### src/rtl/sevenseg_scan_driver.sv
// Six-digit multiplexed 7-segment scan driver with per-frame snapshot,
// inter-digit blanking and 3-bit brightness PWM.
module sevenseg_scan_driver #(
    parameter int unsigned DIV            = 50000,
    parameter int unsigned BLANK          = 2,
    parameter bit          SEG_ACTIVE_LOW = 1'b1,
    parameter bit          DIG_ACTIVE_LOW = 1'b1
) (
    input  logic       Clk,
    input  logic       Rst,
    input  logic       i_En,
    input  logic [6:0] i_Seg0,
    input  logic [6:0] i_Seg1,
    input  logic [6:0] i_Seg2,
    input  logic [6:0] i_Seg3,
    input  logic [6:0] i_Seg4,
    input  logic [6:0] i_Seg5,
    input  logic [5:0] i_DpMask,
    input  logic [2:0] i_Bright,
    output logic [6:0] o_Seg,
    output logic       o_Dp,
    output logic [5:0] o_Dig,
    output logic       o_FrameStart
);

    localparam int unsigned PW = 16;
    localparam int unsigned MW = 24;

    localparam logic [PW-1:0] PHASE_LAST = PW'(DIV - 1);
    localparam logic [PW-1:0] BLANK_P    = PW'(BLANK);
    localparam logic [MW-1:0] ON_SPAN    = MW'(DIV - BLANK);

    localparam logic [6:0] SEG_OFF = SEG_ACTIVE_LOW ? 7'h7F : 7'h00;
    localparam logic       DP_OFF  = SEG_ACTIVE_LOW;
    localparam logic [5:0] DIG_OFF = DIG_ACTIVE_LOW ? 6'h3F : 6'h00;

    typedef enum logic [1:0] {
        REGION_BLANK,
        REGION_ON,
        REGION_OFF
    } region_e;

    logic [PW-1:0]    phase_q, phase_d;
    logic [2:0]       slot_q, slot_d;
    logic [5:0][6:0]  shadow_seg_q, shadow_seg_d;
    logic [5:0]       shadow_dp_q, shadow_dp_d;
    logic [2:0]       shadow_bright_q, shadow_bright_d;
    logic             frame_start_q, frame_start_d;
    logic [6:0]       seg_q, seg_d;
    logic             dp_q, dp_d;
    logic [5:0]       dig_q, dig_d;

    logic             snapshot;
    logic [MW-1:0]    offset_x8;
    logic [MW-1:0]    lit_limit;
    logic [5:0]       dig_onehot;
    region_e          region;

    // Counters and snapshot capture.
    // NOTE: every always_comb output gets a default first, so no path leaves
    // a signal unassigned and no latch is inferred.
    always_comb begin
        phase_d         = phase_q;
        slot_d          = slot_q;
        shadow_seg_d    = shadow_seg_q;
        shadow_dp_d     = shadow_dp_q;
        shadow_bright_d = shadow_bright_q;
        snapshot        = i_En && (slot_q == 3'd0) && (phase_q == '0);

        if (!i_En) begin
            phase_d = '0;
            slot_d  = '0;
        end else if (phase_q == PHASE_LAST) begin
            phase_d = '0;
            slot_d  = (slot_q == 3'd5) ? 3'd0 : slot_q + 3'd1;
        end else begin
            phase_d = phase_q + PW'(1);
        end

        if (snapshot) begin
            shadow_seg_d    = {i_Seg5, i_Seg4, i_Seg3, i_Seg2, i_Seg1, i_Seg0};
            shadow_dp_d     = i_DpMask;
            shadow_bright_d = i_Bright;
        end

        frame_start_d = snapshot;
    end

    // Slot region: blank gap, then a PWM-lit window sized by brightness.
    always_comb begin
        offset_x8  = MW'(phase_q - BLANK_P) << 3;
        lit_limit  = ON_SPAN * (MW'(shadow_bright_q) + MW'(1));
        dig_onehot = 6'd1 << slot_q;

        if (phase_q < BLANK_P) begin
            region = REGION_BLANK;
        end else if (offset_x8 < lit_limit) begin
            region = REGION_ON;
        end else begin
            region = REGION_OFF;
        end

        seg_d = SEG_OFF;
        dp_d  = DP_OFF;
        dig_d = DIG_OFF;
        if (i_En && (region == REGION_ON)) begin
            dig_d = DIG_ACTIVE_LOW ? ~dig_onehot : dig_onehot;
            seg_d = SEG_ACTIVE_LOW ? ~shadow_seg_q[slot_q] : shadow_seg_q[slot_q];
            dp_d  = SEG_ACTIVE_LOW ? ~shadow_dp_q[slot_q] : shadow_dp_q[slot_q];
        end
    end

    // NOTE: state is updated only with non-blocking assignments so every flop
    // samples the pre-edge values regardless of statement order.
    always_ff @(posedge Clk or negedge Rst) begin
        if (!Rst) begin
            phase_q         <= '0;
            slot_q          <= '0;
            // NOTE: the shadow array is tiny and must read as blank after
            // reset, so each entry is reset rather than left as RAM.
            shadow_seg_q    <= '0;
            shadow_dp_q     <= '0;
            shadow_bright_q <= '0;
            frame_start_q   <= 1'b0;
            seg_q           <= SEG_OFF;
            dp_q            <= DP_OFF;
            dig_q           <= DIG_OFF;
        end else begin
            phase_q         <= phase_d;
            slot_q          <= slot_d;
            shadow_seg_q    <= shadow_seg_d;
            shadow_dp_q     <= shadow_dp_d;
            shadow_bright_q <= shadow_bright_d;
            frame_start_q   <= frame_start_d;
            seg_q           <= seg_d;
            dp_q            <= dp_d;
            dig_q           <= dig_d;
        end
    end

    assign o_Seg        = seg_q;
    assign o_Dp         = dp_q;
    assign o_Dig        = dig_q;
    assign o_FrameStart = frame_start_q;

endmodule

### config.mk
export PLATFORM = sky130hd
export DESIGN_NAME = sevenseg_scan_driver
export DESIGN_NICKNAME = d
export VERILOG_FILES = /design/src/rtl/sevenseg_scan_driver.sv
export SDC_FILE = /design/constraint.sdc
export NUM_CORES = 1
export LEC_CHECK = 0
export ABC_AREA = 1
export BUFFER_PORTS_ARGS = -buffer_cell sky130_fd_sc_hd__clkbuf_2
export CORE_UTILIZATION = 55
export DETAILED_ROUTE_END_ITERATION = 10
export PLACE_DENSITY_LB_ADDON = 0.1
export SLEW_MARGIN = 20
export SYNTH_ARGS = -nofsm -noshare
export SYNTH_HDL_FRONTEND = slang
export SYNTH_SLANG_ARGS = --single-unit
### constraint.sdc
create_clock -name Clk -period 6.3 [get_ports Clk]
set_clock_uncertainty 0.1 [all_clocks]
set_input_delay 0.945 -clock Clk [delete_from_list [all_inputs] [get_ports Clk]]
set_output_delay 0.945 -clock Clk [all_outputs]
set_load 0.01 [all_outputs]
# --- Word level (Yosys, flattened, before mapping) ---
# Index checks and enable logic that the tools add are counted.
totals:
  register_bits: 85
  in_bits: 54
  out_inout_bits: 15
  word_cells: 49
op_classes:
  n_addsub: 4
  n_mul: 1
  order_cmp: 3
  n_eq_ne: 4
  shift: 1
  muxes: 14
  bitwise: 3
  n_reduce_logical: 5
ops:
  columns: ["cell", "count"]
  rows:
  - ["two-way mux 16 bit", 2]
  - ["< comparator 24 x 20 -> 1 bit", 1]
  - ["binary-select mux 7 bit (select 3 bit)", 1]
  - ["multiplier 15 x 4 -> 19 bit, first input constant", 1]
  - ["subtractor 16 x 2 -> 17 bit, second input constant", 1]
  - ["adder 16 x 1 -> 16 bit, second input constant", 1]
  - ["== test 16 bit, second input constant", 1]
  - ["zero test 16 bit", 1]
  - ["< comparator 16 x 2 -> 1 bit, second input constant", 1]
  - ["two-way mux 7 bit", 2]
  - ["two-way mux 3 bit", 3]
  - ["inverter 7 bit", 1]
  - ["two-way mux 6 bit", 1]
  - ["inverter 6 bit", 1]
  - ["<< shifter 1 x 3 -> 6 bit, first input constant", 1]
  - ["adder 3 x 1 -> 4 bit, second input constant", 1]
  - ["< comparator 3 x 4 -> 1 bit, second input constant", 1]
  - ["two-way mux 2 bit", 2]
  - ["adder 3 x 1 -> 3 bit, second input constant", 1]
  - ["binary-select mux 1 bit (select 3 bit)", 1]
  - ["== test 3 bit, second input constant", 1]
  - ["logical AND 1 bit", 3]
  - ["zero test 3 bit", 1]
  - ["== test 2 x 1 -> 1 bit, second input constant", 1]
  - ["3 further kinds", 4]

# --- Longest topological paths before layout ---
depth:
  depth_word: 8
  depth_mapped: 25
  mapped_depth_nobuf: 24

# --- Least setup slack after synthesis ---
# No wires, ideal clock.
synth_path:
  path_kind: "reg-to-reg"
  from: "reg shadow_bright_q[1]"
  to: "reg dig_q[2] (netlist: o_Dig[2])"
  setup_ps: 87
  arrival_ps: 4006
  t_required_ps: 6113
  slack_ps: 2108
  path_stages_with_launch: 25
  n_path_buf: 1
  synth_period_minus_slack_ps: 4192
  path_cell_list: "dfrtp_1 > ha_1 > xnor2_1 > inv_1 > fa_1 > ha_1 > inv_1 > fa_1 > nand3b_1 > nand2_1 > inv_1 > a21oi_1 > nand2_1 > nand3_1 > nand2_1 > ha_1 > nand2_1 > nand2_1 > nand2_1 > nand2_1 > a21oi_1 > nand2_1 > nand2_1 > buf_2 > nand3_1"
synth_via:
  elab_chain_cells: 8
synth_rtl:
  columns: ["element", "line_no", "source"]
  rows:
  - ["start: declaration", "47", "logic [2:0] shadow_bright_q, shadow_bright_d;"]
  - ["start signal: assignment", "133", "shadow_bright_q <= shadow_bright_d;"]
  - ["adder 3 x 1 -> 4 bit", "92", "lit_limit = ON_SPAN * (MW'(shadow_bright_q) + MW'(1));"]
  - ["multiplier 15 x 4 -> 19 bit", "92", null]
  - ["< comparator 24 x 20 -> 1 bit", "97", "end else if (offset_x8 < lit_limit) begin"]
  - ["two-way mux 2 bit", "97", null]
  - ["two-way mux 2 bit", "95", "if (phase_q < BLANK_P) begin"]
  - ["== test 2 x 1 -> 1 bit", "106", "if (i_En && (region == REGION_ON)) begin"]
  - ["logical AND 1 bit", "106", null]
  - ["two-way mux 6 bit", "106", null]
  - ["via dig_d[2]", "51", "logic [5:0] dig_q, dig_d;"]
  - ["end signal: assignment", "137", "dig_q <= dig_d;"]
  - ["end: declaration", "51", null]
# The timed path passes the listed nets, and every way through them passes these cells.
# A chain may end at the register's enable or synchronous reset.

# --- Worst setup path in the final report ---
layout_path:
  from: "reg shadow_bright_q[0]"
  to: "reg dig_q[5] (netlist: o_Dig[5])"
# Same word-level chain as after synthesis.

==> flow_summary_export.csv <==
group,metric,value,unit
critical_path,worst_path_largest_cell_delay,0.50,ns
power,ir_drop,0.000187,V
min_path,min_path_type,"in2async",
sta,fin_hold_ws,0.286,ns
critical_path,crit_chain,"ha_1 -> xnor2_1 -> inv_1 -> fa_1 -> ha_1 -> inv_1 -> fa_1 -> nand3b_1 -> nand2_1 -> inv_1 -> a21oi_1 -> nand2_1 -> nand3_1 -> nand2_1 -> ha_1 -> nand2_1 -> nand2_1 -> nand2_1 -> nand2_1 -> a21oi_1 -> nand2_1 -> nand2_1 -> nand3_1",
critical_path,slowest_stage,"dfrtp_1",
clock_network,clockRootBuffer,"clkbuf_8",
clock_network,cts_buffers,9,
clock_network,ctsHoldBuffers,0,
sta,setup_slack,1.47,ns
global_route,grt_pass1_wl,22.7,mm
floorplanning,coreArea,0.0104,mm^2
sta,finalCritPeriodShare,76.6,%
critical_path,rr_startpoint,"shadow_bright_q[0]",
status,status,"completed",
sta,final_max_slew_viol_count,0,
critical_path,start_kind,"flop",
drt,ant_nets,0,
floorplanning,die_y,105,um
clock_network,clk_pin_slew,0.09,ns
clock_network,post_cts_buffers,0,
sta,hold_viol,0,
floorplanning,die_area,0.0111,mm^2
sta,rsz0062_at_grt,"false",
global_route,grt_overflow,0,
drt,dr_total_vias,4828,
power,total_leakage_power,3.49,nW
sta,tns,0,ns
drt,routed_wl,13.2,mm
critical_path,reg2reg_depth,23,
layout,design_area,0.00644,mm^2
logic_synthesis,seq_area_frac_synth,36.5,%
critical_path,cp_max_fo,14,
logic_synthesis,syn_nets,867,
drt,drtIter0Drc,243,
clock_network,cts.sink_count,85,
placed_design,io_buffers,68,
global_route,antenna_found_initial,0,
logic_synthesis,avgSynthCellArea,7.70,um^2
clock_network,clk_latency,0.36,ns
critical_path,cp_data_arrival_time,4.98,ns
clock_network,cts-resized-gates,0,
sta,setup_violations,0,
placed_design,place_ws,1.47,ns
critical_path,required,6.45,ns
floorplanning,io_pins,69,
sta,worstMarginPinSlew,0.949,ns
logic_synthesis,syn-cell-area,0.00588,mm^2
clock_network,clock_path_buffers,2,
logic_synthesis,yosys_warnings,0,
layout,drive_gt1_share,19.4,%
critical_path,crit_type,"reg2reg",
global_route,first_global_vias,4849,
layout,fillers,958,
job,drv_cap,0,
layout,final_common_cell,"nand2_1",
placed_design,place.gp.congestion,0.915,
layout,diodes,0,
logic_synthesis,ys_ff_latch,85,
critical_path,reg2reg_slack,1.47,ns
sta,max_clock_freq,207,MHz
sta,maxSlewHeadroom,36.7,%
critical_path,endpoint_kind,"flop",
floorplanning,num_rows,37,
logic_synthesis,syn-instance-count,764,
layout,nets,926,
clock_network,cts.htree.levels,3,
floorplanning,dieWidth,105,um
power,power.density,400,mW/mm^2
drt,vias_per_cell,5.01,
critical_path,cpMostUsedCell,"nand2_1",
placed_design,place_hpwl,10.0,mm
logic_synthesis,synth.distinct_cells,40,
drt,wire_per_inst,13.7,um
clock_network,cts_tree,"done",
drt,route.detailed.drc,0,
placed_design,place_area,0.00624,mm^2
floorplanning,initial_utilization,56.7,%
layout,synthToLayoutAreaGrowth,9.49,%
global_route,grt_usage,26.0,%
layout,final_cell_mix,"198 x nand2_1, 125 x inv_1, 71 x dfrtp_1, 67 x clkbuf_2, 59 x nor2_1",
global_route,grt_max_degree,103,
critical_path,r2r-end,"o_Dig[5]",
drt,drtPass1Iterations,5,
sta,post-route-min-period,4.83,ns
[cell families (layout without fill, tap and decap cells)]
family	after synthesis	after routing	synth area share, %
AND/OR/NAND/NOR	352	352	26.2
buffers and inverters	152	216	11.4
AO/OA/AOI/OAI	101	101	11.4
flip-flops	85	85	36.5
adder cells (fa/ha/maj)	49	49	10.8
XOR/XNOR	25	25	3.72
[cell usage after synthesis (all sizes together)]
cell,count,area share [%]
nand2,200,13
inv,129,8.2
dfrtp,71,30
nor2,69,5.2
o21ai,66,7.6
nand3,51,4.8
ha,46,9.8
buf,18,2.8
xor2,18,2.7
a21oi,16,1.4
dfstp,14,6.3
nor3,14,1.4
o21bai,8,1.0
o211ai,7,0.89
or2,7,0.74
xnor2,7,1.0
nand4,6,0.74
clkbuf,4,0.26
fa,3,1.0
nand3b,2,0.26
a21o,1,0.13
a22oi,1,0.13
a31oi,1,0.11
and3,1,0.11
clkinv,1,0.064
nor3b,1,0.13
nor4,1,0.11
o22ai,1,0.11
[state kept, by name, indices dropped and copies added (netlist names)]
signal and count:
shadow_dp_q 6, o_Dp 1, slot_q 3, o_Seg 7, phase_q 16, shadow_bright_q 3, o_Dig 6, shadow_seg_q 42
o_FrameStart 1
[power breakdown]
part	switching, mW	total [mW]	leakage (nW)	internal (mW)
registers	0.0786	0.749	1.06	0.670
logic	0.858	1.43	2.34	0.571
clock network	0.199	0.395	0.0972	0.197
total	1.14	2.57	3.49	1.44
[per-stage QoR]
step | total power [mW] | utilization [%] | std cells
5_1_grt | 2.86 | 62.1 | 964
3_5_place_dp | 2.18 | 60.1 | 948
2_1_floorplan | 1.85 | - | 764
4_1_cts | 2.59 | 62.1 | 964
6_report | 2.57 | 62.1 | 964
3_3_place_gp | 2.13 | 60.1 | 948
[layer usage]
layer	global-route usage [%]	vias to the layer above	wire length (um)
met5	0	-	0
met4	9.66	0	267
met3	4.02	21	458
met2	44.2	104	6540
met1	33.4	2185	5940
li1	-	2518	-
[final cells by class]
type                    count  area [um^2]  area share, %
multi-input cells         527         3080           47.8
well taps                 136          170           2.64
clock buffers              12          145           2.25
inverters                 130          488           7.58
clock inverters             4         55.1          0.855
flip-flops and latches     85         2140           33.3
repair buffers             70          362           5.61
[worst max path at each step]
stage	from	end	slack, ns	cells after the start
3_3_place_gp	shadow_bright_q[0]	o_Seg[3]	1.69	23
2_1_floorplan	shadow_bright_q[1]	o_Dig[2]	2.11	24
3_5_place_dp	shadow_bright_q[0]	o_Seg[3]	1.47	23
5_1_grt	shadow_bright_q[0]	o_Dp	0.98	23
4_1_cts	shadow_bright_q[0]	o_Dp	1.48	23
6_report	shadow_bright_q[0]	o_Dig[5]	1.47	23
[critical path: cells and delay by family, from the launching register on]
family,cells,cell delay [ns]
flops,1,0.50
simple gates,12,1.34
xor+xnor,1,0.34
fa+ha+maj,5,1.81
buf+inv,3,0.30
compound gates,2,0.33
(Power assumes the default switching activity.)
